==> src/rtl/reg_bank_loader_pkg.sv <==
// Shared types and constants for the register-bank loader.
// The optional checksum stage is enabled with REG_BANK_LOADER_CHECKSUM_EN.
package reg_bank_loader_pkg;

    typedef enum logic [1:0] {
        ST_IDLE = 2'd0,
        ST_LOAD = 2'd1,
        ST_CHK  = 2'd2,
        ST_DONE = 2'd3
    } state_t;

    localparam int BYTE_W = 8;
    localparam int CSUM_W = 8;

endpackage

==> src/rtl/reg_bank_loader_onehot_decoder.sv <==
// Gated one-hot decoder: drives bit idx of onehot when en is high, all zeros otherwise.
module reg_bank_loader_onehot_decoder #(
    parameter int NUM_REGS = 8,
    parameter int IDX_W    = $clog2(NUM_REGS)
) (
    input  logic [IDX_W-1:0]    idx,
    input  logic                en,
    output logic [NUM_REGS-1:0] onehot
);

    generate
        for (genvar gi = 0; gi < NUM_REGS; gi++) begin : g_bit
            assign onehot[gi] = en && (idx == IDX_W'(gi));
        end
    endgenerate

endmodule

==> src/rtl/reg_bank_loader.sv <==
// Streams NUM_REGS bytes into a shared-bus register bank with one-hot load enables.
// Define REG_BANK_LOADER_CHECKSUM_EN to append a modulo-256 checksum byte after the data.
module reg_bank_loader
    import reg_bank_loader_pkg::*;
#(
    parameter int NUM_REGS = 8,
    parameter int DATA_W   = BYTE_W,
    parameter int IDX_W    = $clog2(NUM_REGS)
) (
    input  logic                clk,
    input  logic                rst,
    input  logic                start,
    input  logic                in_valid,
    input  logic [DATA_W-1:0]   in_data,
    output logic                in_ready,
    output logic [DATA_W-1:0]   reg_data,
    output logic [NUM_REGS-1:0] reg_en,
    output logic [IDX_W-1:0]    idx,
    output logic                busy,
    output logic                done,
    output logic                err
);

    state_t              state_reg, state_next;
    logic [IDX_W-1:0]    idx_reg, idx_next;
    logic [DATA_W-1:0]   data_reg, data_next;
    logic [NUM_REGS-1:0] en_reg, en_next;
    logic                ready_reg, ready_next;
    logic                busy_reg, busy_next;
    logic                done_reg, done_next;
    logic                load_fire;
    logic                handshake;
`ifdef REG_BANK_LOADER_CHECKSUM_EN
    logic [CSUM_W-1:0]   sum_reg, sum_next;
    logic                err_reg, err_next;
`endif

    assign handshake = in_valid && ready_reg;

    // Enable is decoded from the pre-increment index so byte i lands on register i.
    reg_bank_loader_onehot_decoder #(
        .NUM_REGS (NUM_REGS),
        .IDX_W    (IDX_W)
    ) u_decoder (
        .idx    (idx_reg),
        .en     (load_fire),
        .onehot (en_next)
    );

    always_comb begin
        state_next = state_reg;
        idx_next   = idx_reg;
        data_next  = data_reg;
        ready_next = ready_reg;
        busy_next  = busy_reg;
        done_next  = 1'b0;
        load_fire  = 1'b0;
`ifdef REG_BANK_LOADER_CHECKSUM_EN
        sum_next   = sum_reg;
        err_next   = err_reg;
`endif
        case (state_reg)
            ST_IDLE: begin
                if (start) begin
                    state_next = ST_LOAD;
                    idx_next   = '0;
                    ready_next = 1'b1;
                    busy_next  = 1'b1;
`ifdef REG_BANK_LOADER_CHECKSUM_EN
                    sum_next   = '0;
                    err_next   = 1'b0;
`endif
                end
            end
            ST_LOAD: begin
                if (handshake) begin
                    load_fire = 1'b1;
                    data_next = in_data;
`ifdef REG_BANK_LOADER_CHECKSUM_EN
                    sum_next  = sum_reg + CSUM_W'(in_data);
`endif
                    if (idx_reg == IDX_W'(NUM_REGS - 1)) begin
                        idx_next   = '0;
`ifdef REG_BANK_LOADER_CHECKSUM_EN
                        state_next = ST_CHK;
`else
                        ready_next = 1'b0;
                        done_next  = 1'b1;
                        state_next = ST_DONE;
`endif
                    end else begin
                        idx_next = idx_reg + IDX_W'(1);
                    end
                end
            end
`ifdef REG_BANK_LOADER_CHECKSUM_EN
            ST_CHK: begin
                if (handshake) begin
                    err_next   = (CSUM_W'(in_data) != sum_reg);
                    ready_next = 1'b0;
                    done_next  = 1'b1;
                    state_next = ST_DONE;
                end
            end
`endif
            ST_DONE: begin
                busy_next  = 1'b0;
                state_next = ST_IDLE;
            end
            default: begin
                state_next = ST_IDLE;
                ready_next = 1'b0;
                busy_next  = 1'b0;
            end
        endcase
    end

    always_ff @(posedge clk) begin
        if (rst) begin
            state_reg <= ST_IDLE;
            idx_reg   <= '0;
            data_reg  <= '0;
            en_reg    <= '0;
            ready_reg <= 1'b0;
            busy_reg  <= 1'b0;
            done_reg  <= 1'b0;
`ifdef REG_BANK_LOADER_CHECKSUM_EN
            sum_reg   <= '0;
            err_reg   <= 1'b0;
`endif
        end else begin
            state_reg <= state_next;
            idx_reg   <= idx_next;
            data_reg  <= data_next;
            en_reg    <= en_next;
            ready_reg <= ready_next;
            busy_reg  <= busy_next;
            done_reg  <= done_next;
`ifdef REG_BANK_LOADER_CHECKSUM_EN
            sum_reg   <= sum_next;
            err_reg   <= err_next;
`endif
        end
    end

    assign in_ready = ready_reg;
    assign reg_data = data_reg;
    assign reg_en   = en_reg;
    assign idx      = idx_reg;
    assign busy     = busy_reg;
    assign done     = done_reg;
`ifdef REG_BANK_LOADER_CHECKSUM_EN
    assign err      = err_reg;
`else
    assign err      = 1'b0;
`endif

endmodule
==> config.mk <==
export PLATFORM = sky130hd
export DESIGN_NAME = reg_bank_loader
export DESIGN_NICKNAME = d
export VERILOG_FILES = /design/src/rtl/reg_bank_loader_pkg.sv /design/src/rtl/reg_bank_loader_onehot_decoder.sv /design/src/rtl/reg_bank_loader.sv
export SDC_FILE = /design/constraint.sdc
export NUM_CORES = 1
export LEC_CHECK = 0
export ABC_AREA = 1
export BUFFER_PORTS_ARGS = -buffer_cell sky130_fd_sc_hd__buf_2
export CORE_MARGIN = 3
export CORE_UTILIZATION = 30
export DETAILED_ROUTE_END_ITERATION = 8
export PLACE_DENSITY_LB_ADDON = 0.05
export SYNTH_ARGS = -nofsm -noshare
export SYNTH_HDL_FRONTEND = slang
export SYNTH_SLANG_ARGS = --single-unit
==> constraint.sdc <==
create_clock -name clk -period 2.4 [get_ports clk]
set_input_delay 0.72 -clock clk [delete_from_list [all_inputs] [get_ports clk]]
set_output_delay 0.72 -clock clk [all_outputs]
set_load 0.02 [all_outputs]
# Word level (Yosys, flattened, before mapping)
# Cells that the tools add are included.
word_totals:
  reg_bits: 24
  out_inout_bits: 23
  elab_cells: 57
op_classes:
  addsub: 1
  eq_ne: 12
  n_mux: 16
  bitwise: 3
  n_reduce_logical: 18
ops:
  columns: ["cell", "n"]
  rows:
  - ["$eq 3x3->1 const B", 4]
  - ["$logic_and 1x1->1", 9]
  - ["$mux 3", 3]
  - ["$eq 3x2->1 const B", 2]
  - ["$mux 1", 6]
  - ["$mux 2", 3]
  - ["$ne 2x2->1 const B", 3]
  - ["$pmux 3 s2", 1]
  - ["$reduce_and 3->1", 2]
  - ["$pmux 2 s2", 1]
  - ["$reduce_and 2->1", 2]
  - ["$reduce_and 4->1", 1]
  - ["$add 3x1->3 const B", 1]
  - ["$eq 3x1->1 const B", 1]
  - ["$logic_not 3->1", 1]
  - ["$not 1->1", 3]
  - ["$pmux 1 s3", 1]
  - ["$reduce_or 3->1", 1]
  - ["$eq 2x1->1 const B", 1]
  - ["$eq 2x2->1 const B", 1]
  - ["$logic_not 2->1", 1]
  - ["$pmux 1 s2", 1]
  - ["$reduce_bool 2->1", 1]

# Logic depth before layout (Yosys ltp)
# Gate-level depths: netlist of the first run.
logic_depth:
  depth_word: 4
  depth_mapped: 7
  depth_no_buf: 7

# Cells and area by module
# A second synthesis of the first run with hierarchy kept.
unflattened:
  hier_cells: 126
  hier_area_um2: 977.2
modules_own_cells:
  columns: ["module", "n_inst", "cells_per_inst", "area_per_inst_um2", "seq_area_each_um2"]
  rows:
  - ["reg_bank_loader", 1, 109, 913.4, 480.5]
  - ["reg_bank_loader_onehot_decoder", 1, 17, 63.8, 0.0]

# Least setup slack after synthesis of the first run
# No wires, ideal clock.
synth_timing:
  kind: "input -> register"
  from: "input port in_valid"
  to: "register data_reg[0] (netlist: reg_data[0])"
  setup_time_ns: 0.116
  arrival_ns: 1.185
  required_time_ns: 2.284
  setup_slack_ns: 1.098
  cell_stages: 4
  path_buffers: 0
  path_cell_list: "nand4_4 clkinv_1 nor2_1 nor2_1"
synth_between:
  elab_chain_cells: 2
synth_lines:
  columns: ["item", "line_no", "rtl"]
  rows:
  - ["from (decl)", "reg_bank_loader.sv:13", "input logic in_valid,"]
  - ["$logic_and 1x1->1", "reg_bank_loader.sv:38", "assign handshake = in_valid && ready_reg;"]
  - ["$reduce_and 2->1 (no line)", null, null]
  - ["to (signal assigned)", "reg_bank_loader.sv:134", "data_reg <= data_next;"]
  - ["to (decl)", "reg_bank_loader.sv:26", "logic [DATA_W-1:0] data_reg, data_next;"]
# No other way between the ends.
# A chain may end at the register's enable or synchronous reset.

# Worst setup path after layout of the first run
layout_timing:
  from: "register idx_reg[2] (netlist: idx[2])"
  to: "output port idx[2]"
layout_rtl:
  columns: ["item", "line_no", "rtl"]
  rows:
  - ["from (decl)", "reg_bank_loader.sv:25", "logic [IDX_W-1:0] idx_reg, idx_next;"]
  - ["from (signal assigned)", "reg_bank_loader.sv:133", "idx_reg <= idx_next;"]
  - ["to (decl)", "reg_bank_loader.sv:18", "output logic [IDX_W-1:0] idx,"]
# No word-level cell between the ends.

==> results of run 1 <==
[cells in the mapped netlist, drive strengths merged]
| library cell | n |
|---|---|
| clkbuf | 1 |
| clkinv | 1 |
| nand3 | 6 |
| ha | 6 |
| dfxtp | 24 |
| a21oi | 4 |
| nand2 | 11 |
| o21ai | 11 |
| buf | 1 |
| nor2 | 23 |
| nor3 | 6 |
| nand4 | 2 |
| inv | 14 |
| conb | 1 |
[logic make-up (layout without fill, tap and decap cells)]
group / after synthesis / after routing / synth area share, %
adders and majority gates: 6 / 6 / 8.12
buffers and inverters: 17 / 52 / 7.31
and+or+nand+nor: 48 / 48 / 24.1
AOI/OAI and AO/OA: 15 / 15 / 8.12
DFF: 24 / 24 / 52.0
other: 1 / 1 / 0.406
[through the flow]
| step | power (mW) | setup WS [ns] | utilization (%) |
|---|---|---|---|
| 2_1_floorplan | 0.474 | 1.10 | - |
| 3_3_place_gp | 0.500 | 0.816 | 39.2 |
| 3_5_place_dp | 0.500 | 0.802 | 39.2 |
| 4_1_cts | 0.795 | 0.646 | 41.0 |
| 5_1_grt | 0.819 | 0.597 | 41.0 |
| 6_report | 0.777 | 0.667 | 41.0 |
[path summary, 6_finish.rpt]
path         slack [ns]    from        to
max reg2reg        1.10  idx[0]  in_ready
max                0.67  idx[2]    idx[2]
min reg2reg        0.46    busy      busy
min                0.46    busy      busy
[where the power goes]
| part | internal [mW] | switching (mW) | leakage (nW) |
|---|---|---|---|
| registers | 0.409 | 0.00914 | 0.195 |
| logic | 0.0266 | 0.0448 | 0.348 |
| clock network | 0.169 | 0.118 | 0.0279 |
| total | 0.604 | 0.172 | 0.571 |
[area by class of cell]
type | count | area share, %
sequential | 24 | 41.1
multi-input combinational | 70 | 32.2
inverter | 15 | 4.81
tap | 31 | 3.32
clock inverter | 1 | 2.57
clock buffer | 3 | 1.93
timing repair buffer | 33 | 14.1
[layer usage]
| layer | GRT usage, % | vias up |
|---|---|---|
| met5 | 0 | - |
| met4 | 4.55 | 0 |
| met3 | 3.77 | 4 |
| met2 | 16.1 | 22 |
| met1 | 14.3 | 337 |
| li1 | - | 417 |
==> flow_summary.toml, run 1 <==
[grt]
grt_use_total_pct = 10.9
grt_pass1_wl_um = 3070
grt_pass1_vias = 721
grt_max_degree = 15
antenna_found_initial = 0
grt_remaining_overflow = 0

[drt]
wl_um = 1810
route.met2.wl_um = 812
wl_per_cell_um = 10.2
drt_iter0_drc = 26
dr.pass1.iters = 4
postRouteAntennaNets = 0
via_count = 780
drc = 0
wl_met3_um = 107
met1_length_um = 868
dr.max_layer_used = "met4"
via_per_inst = 4.41

[clocking]
htreeDepth = 1
tritoncts = "yes"
clk_pin_slew_worst_paths_ns = 0.13
cts_sinks = 24
cts_setup_buffers = 0
hold_buffers = 0
clockBufferDepth = 2
ctsResizeCount = 0
clk_latency_ns = 0.31
root_buffer = "clkbuf_4"
cts_made_buffers = 3

[synthesis]
synthCells = 111
ys_seq_elements = 24
ys_seq_area_share_pct = 52.0
synth_top_area_share_pct = 52.0
synth.largest_area_cell = "dfxtp_1"
syn_area_per_cell_um2 = 8.33
yosys.cell_types.count = 17
syn-num-nets = 129
yosysWarnings = 0
synth_area_leaders = "dfxtp_1 52%, nor2_1 8.9%, ha_1 8.1%, o21ai_0 6.0%, inv_1 5.3%"
syn-cell-area_um2 = 925

[final_layout]
drive_gt1_share_pct = 27.4
final_common_cell = "buf_2"
nFillCells = 326
multi_input_area_um2 = 377
layout_common_cells = "33 x buf_2, 24 x dfxtp_1, 22 x nor2_1"
num-nets-final = 165
fin_area_mm2 = 0.00117
regArea_um2 = 480
num_antenna_cells = 0
stdcell_count = 177
area.growth.synth_to_final_pct = 26.5

[flow_run]
maxCapViolCount = 0

[critical_path]
worstPathCellList = "buf_2"
r2r.worst_path.cells = 7
cp_num_cells = 1
crit_slowest_cell = "dfxtp_1"
crit_required_ns = 1.68
critPathTopFamily = "flip-flops"
worstSetupEndpointType = "output port"
path_buf_inv = 1
cp-start-kind = "register"
worst-path-max-fanout = 7
cp.arrival_ns = 1.01
max_stage_delay_ns = 0.48
crit_type = "register to output port"

[sta]
rsz0062_at_grt = "false"
fmax_ghz = 0.577
fin_setup_tns_ns = 0
setup_viol = 0
whs_ns = 0.456
fin_crit_ns = 1.73
hold_viol = 0
finClkSkew_ns = 0.00232
fin_crit_sh_pct = 72.2
drv_slew = 0

[min_path]
hold_class = "register to register"
whs_path_depth = 2

[placement]
placed_cells = 173
placed_area_mm2 = 0.00112
dp_hpwl_um = 1370
place_congestion = 0.737
io_buffers = 33

[die]
dieHeight_um = 61.5
core_area_mm2 = 0.00285
start_util_pct = 32.4
ios = 35
dieArea_mm2 = 0.00378
rows = 19
die_w_um = 61.5

[outcome]
status = "completed"

[power_and_ir_drop]
p_per_area_mw_per_mm2 = 664
worst_ir_drop_vdd_v = 0.000382
p_leak_nw = 0.571
Note: power is estimated with default switching activity, not from simulation.
==> inputs of run 2 (changes only) <==
Settings changed: ABC_AREA 1 to 0.
Clock period 2.4 ns to 1.55 ns, I/O delays scaled along.
==> flow_summary.toml, run 2 <==
[grt]
grt_pass1_vias = 624
grt_pass1_wl_um = 2820
grt_remaining_overflow = 0
antenna_found_initial = 0
grt_max_degree = 20
grt_use_total_pct = 10.3

[clocking]
ctsResizeCount = 0
cts_made_buffers = 3
clk_pin_slew_worst_paths_ns = 0.12
cts_sinks = 24
root_buffer = "clkbuf_4"
tritoncts = "yes"
htreeDepth = 1
cts_setup_buffers = 0
clockBufferDepth = 2
clk_latency_ns = 0.30
hold_buffers = 0

[critical_path]
worstPathCellList = "buf_2"
cp.arrival_ns = 0.98
crit_required_ns = 1.08
cp-start-kind = "register"
worst-path-max-fanout = 8
max_stage_delay_ns = 0.47
critPathTopFamily = "flip-flops"
crit_type = "register to output port"
crit_slowest_cell = "dfxtp_1"
path_buf_inv = 1
worstSetupEndpointType = "output port"

[synthesis]
ys_seq_area_share_pct = 53.2
synth-edff-count = 0
yosysWarnings = 0
synth_top_area_share_pct = 53.2
synthCells = 96
syn_area_per_cell_um2 = 9.41
synth.largest_area_cell = "dfxtp_1"
async_flop_share_pct = 0
yosys.cell_types.count = 22
yosys.cell_count.top_type = "dfxtp_1"
syn-cell-area_um2 = 903
synthTopCellsByCount = "24 x dfxtp_1, 17 x nand2_1, 11 x a21oi_1"
syn-num-nets = 114
synthFlopType = "dfxtp_1"
synth_area_leaders = "dfxtp_1 53%, ha_1 8.3%, nand2_1 7.1%, a21oi_1 6.1%, nor3_1 3.3%"
ys_seq_elements = 24

[final_layout]
area.growth.synth_to_final_pct = 23.3
num-nets-final = 149
num_antenna_cells = 0
nFillCells = 318
fin_area_mm2 = 0.00111
layout_common_cells = "33 x buf_2, 24 x dfxtp_1, 17 x nand2_1"
drive_gt1_share_pct = 31.0
final_common_cell = "buf_2"

[outcome]
status = "completed"

[sta]
fin_crit_sh_pct = 93.2
fmax_ghz = 0.692
rsz0062_at_grt = "false"
drv_slew = 0
fin_setup_tns_ns = 0
whs_ns = 0.386
hold_viol = 0
setup_viol = 0
fin_ws_ns = 0.106
fin_crit_ns = 1.44
finClkSkew_ns = 0.00171

[die]
dieArea_mm2 = 0.00371
die_w_um = 60.9
dieHeight_um = 60.9
ios = 35
rows = 19
core_area_mm2 = 0.00281
start_util_pct = 32.2

[flow_run]
maxCapViolCount = 0

[power_and_ir_drop]
p_leak_nw = 0.549
netSwitchingFraction_pct = 22.7
clkPwrFrac_pct = 26.7
pwr-share-comb_pct = 7.3
p_int_mw = 0.745
worst_ir_drop_vdd_v = 0.000459
p_sw_mw = 0.218
finalPower_mw = 0.963
pwr-share-seq_pct = 66.0
p_per_area_mw_per_mm2 = 865

[placement]
placed_area_mm2 = 0.00109
dp_hpwl_um = 1380
io_buffers = 33
place_ws_ns = 0.233
place_congestion = 0.664

[drt]
drt_iter0_drc = 10
wl_um = 1790
via_count = 740
wl_per_cell_um = 11.2
dr.pass1.iters = 2
postRouteAntennaNets = 0
drc = 0
via_per_inst = 4.63

[min_path]
hold_class = "input port to register"
## run 2: metal layers
| metal | GRT usage [%] | routed length [um] | vias to the layer above | part of all wire (%) |
|---|---|---|---|---|
| met5 | 0 | 0 | - | 0 |
| met4 | 4.64 | 18 | 0 | 1.0 |
| met3 | 3.40 | 140 | 2 | 7.8 |
| met2 | 16.2 | 844 | 21 | 47 |
| met1 | 12.9 | 789 | 334 | 44 |
| li1 | - | - | 383 | - |
## run 2: area by class of cell
cell class	instances	area [um^2]	share of cell area, %
clock buffer	3	22.5	2.02
inverter	6	22.5	2.02
multi-input combinational	61	369	33.1
sequential	24	480	43.1
tap	31	38.8	3.48
timing repair buffer	35	180	16.2
## run 2: final timing paths
| kind | start | cells past startpoint | slack (ns) | to |
|---|---|---|---|---|
| worst min-delay path | in_data[6] | 3 | 0.39 | reg_data[6] |
| worst max register to register | idx[0] | 5 | 0.31 | idx[0] |
| worst max-delay path | idx[2] | 1 | 0.11 | idx[2] |
| worst min register to register | reg_data[7] | 2 | 0.46 | reg_data[7] |
## run 2: cells by family (layout without fill, tap and decap cells)
logic type      Yosys count  in the layout  share of synthesized area (%)
other cells               1              1                          0.415
fa+ha+maj                 6              6                           8.31
buf+inv                  11             44                           5.95
flops                    24             24                           53.2
simple gates             41             41                           24.0
compound gates           13             13                           8.17
## run 2: through the flow
stage,instances,utilization [%]
6_report,160,39.7
5_1_grt,160,39.7
4_1_cts,160,39.7
3_5_place_dp,157,38.9
3_3_place_gp,157,38.9
2_1_floorplan,96,-
## run 2: power groups by stage
stage,sequential (mW),clock [mW],combinational (mW)
finish,0.636,0.257,0.0703
global route,0.637,0.302,0.0786
CTS,0.636,0.280,0.0719
detailed placement,0.650,0,0.0717
global placement,0.649,0,0.0714
floorplan,0.659,0,0.0340
==> inputs of run 3 (changes only) <==
Settings changed: SYNTH_HIERARCHICAL set to 1.
==> flow_summary.toml, run 3 <==
[sta]
setup_viol = 0
whs_ns = 0.374
hold_viol = 0
rsz0062_at_grt = "false"
fmax_ghz = 0.687
fin_setup_tns_ns = 0
fin_crit_ns = 1.45
finClkSkew_ns = 0.00104
fin_crit_sh_pct = 93.8
drv_slew = 0

[synthesis]
ys_seq_elements = 24
ys_seq_area_share_pct = 53.0
yosys.cell_count.top_type = "dfxtp_1"
synthFlopType = "dfxtp_1"
synth_area_leaders = "dfxtp_1 53%, nand2_1 7.5%, a21oi_1 6.6%, nor2b_1 6.2%, and4bb_2 4.1%"
syn-cell-area_um2 = 906
synth_top_area_share_pct = 53.0
syn-num-nets = 109
yosys.cell_types.count = 21
synth.largest_area_cell = "dfxtp_1"
yosysWarnings = 6
synthTopCellsByCount = "24 x dfxtp_1, 18 x nand2_1, 12 x a21oi_1, 9 x nor2b_1, 4 x nor2_1"
synth-edff-count = 0
syn_area_per_cell_um2 = 9.54
async_flop_share_pct = 0
synthCells = 95

[min_path]
whs_path_depth = 3
hold_class = "input port to register"

[critical_path]
cp.arrival_ns = 0.99
cp_num_cells = 2
crit_type = "register to output port"
cp-start-kind = "register"
r2r_setup_slack_ns = 0.16
crit_required_ns = 1.08
max_stage_delay_ns = 0.36
worstReg2RegEnd = "idx[0]"
r2r.worst_path.cells = 4
worstSetupEndpointType = "output port"
path_buf_inv = 2
critPathTopFamily = "flip-flops"
crit_slowest_cell = "dfxtp_1"
crit_path_start = "idx[1]"
crit_end = "idx[1]"
rr_startpoint = "idx[0]"
worstPathCellList = "buf_4 > buf_2"
worst-path-max-fanout = 10

[final_layout]
multi_input_area_um2 = 393
layout_common_cells = "32 x buf_2, 24 x dfxtp_1, 18 x nand2_1"
area.growth.synth_to_final_pct = 30.4
num-nets-final = 148
regArea_um2 = 480
drive_gt1_share_pct = 39.1
final_common_cell = "buf_2"
fin_area_mm2 = 0.00118
nFillCells = 311
num_antenna_cells = 0

[die]
dieArea_mm2 = 0.00371
die_w_um = 61.0
core_area_mm2 = 0.00281
dieHeight_um = 61.0
start_util_pct = 32.3
rows = 19
ios = 35

[grt]
grt_pass1_vias = 685
antenna_found_initial = 0
grt_remaining_overflow = 0
grt_max_degree = 16
grt_pass1_wl_um = 2860
grt_use_total_pct = 10.5

[clocking]
clk_pin_slew_worst_paths_ns = 0.12
root_buffer = "clkbuf_4"
tritoncts = "yes"
ctsResizeCount = 0
clk_latency_ns = 0.31
cts_sinks = 24
cts_made_buffers = 3
clockBufferDepth = 2
htreeDepth = 1
cts_setup_buffers = 0
hold_buffers = 0

[outcome]
status = "completed"

[power_and_ir_drop]
p_int_mw = 0.804
p_per_area_mw_per_mm2 = 875
netSwitchingFraction_pct = 22.2
pwr-share-seq_pct = 61.4
p_leak_nw = 0.561
clkPwrFrac_pct = 31.1
pwr-share-comb_pct = 7.5
p_sw_mw = 0.229
worst_ir_drop_vdd_v = 0.000564

[drt]
wl_um = 1810
via_per_inst = 4.72
drt_iter0_drc = 16
via_count = 774
dr.pass1.iters = 4
postRouteAntennaNets = 0
wl_per_cell_um = 11.0
drc = 0

[placement]
dp_hpwl_um = 1350
place_congestion = 0.678
placed_area_mm2 = 0.00114
io_buffers = 33

[flow_run]
maxCapViolCount = 0
## run 3: cell types whose count changed after synthesis, moves of 2 or more
| cell | change |
|---|---|
| and2_1 | -3 |
| and3_1 | -4 |
| and4b_2 | +3 |
| and4bb_2 | +3 |
| buf_4 | -2 |
| ha_1 | -4 |
| inv_1 | -4 |
| nand4b_1 | +2 |
| nor2b_1 | +9 |
| nor3_1 | -4 |
## run 3: cells by family (layout without fill, tap and decap cells)
family	after synthesis	in the layout	synth area share, %
simple gates	48	48	32.5
compound gates	13	13	7.74
other cells	1	1	0.414
flops	24	24	53.0
fa+ha+maj	2	2	2.76
buf+inv	7	45	3.59
## run 3: tightest hold or removal path, stage by stage
cell and delay [ns]:
buf_2 0.10, nand2_1 0.04, a21oi_1 0.05
## run 3: per-layer routing
layer	wire length, um	track usage, %	vias up
li1	-	-	397
met1	786	11.3	353
met2	875	18.2	22
met3	122	4.04	2
met4	26	4.64	0
met5	0	0	-
## run 3: worst min-delay path by stage
stage                      start          end  slack (ns)
floorplan           state_reg[1]         busy        0.45
global placement     reg_data[0]  reg_data[0]        0.44
detailed placement   reg_data[1]  reg_data[1]        0.44
CTS                   in_data[4]  reg_data[4]        0.36
global route          in_data[6]  reg_data[6]        0.36
finish                in_data[5]  reg_data[5]        0.37
## run 3: power by group through the flow
stage | Combinational (mW) | Clock (mW) | Sequential (mW)
2_1_floorplan | 0.0319 | 0 | 0.659
3_5_place_dp | 0.0786 | 0 | 0.648
3_3_place_gp | 0.0779 | 0 | 0.648
4_1_cts | 0.0789 | 0.338 | 0.635
5_1_grt | 0.0868 | 0.368 | 0.636
6_report | 0.0773 | 0.322 | 0.634
## run 3: cell type report
cell class,instances,area share [%]
timing repair buffer,39,19.1
sequential,24,40.7
clock buffer,4,3.07
inverter,2,0.636
tap,31,3.28
multi-input combinational,64,33.3
## run 3: through the flow
stage	total power [mW]	cells	setup WS (ns)	utilization, %
after global placement	0.726	160	0.182	40.7
after global routing	1.09	164	0.00559	42.1
final	1.03	164	0.0954	42.1
after floorplan	0.690	95	0.0581	-
after detailed placement	0.727	160	0.161	40.7
after CTS	1.05	164	0.0640	42.0
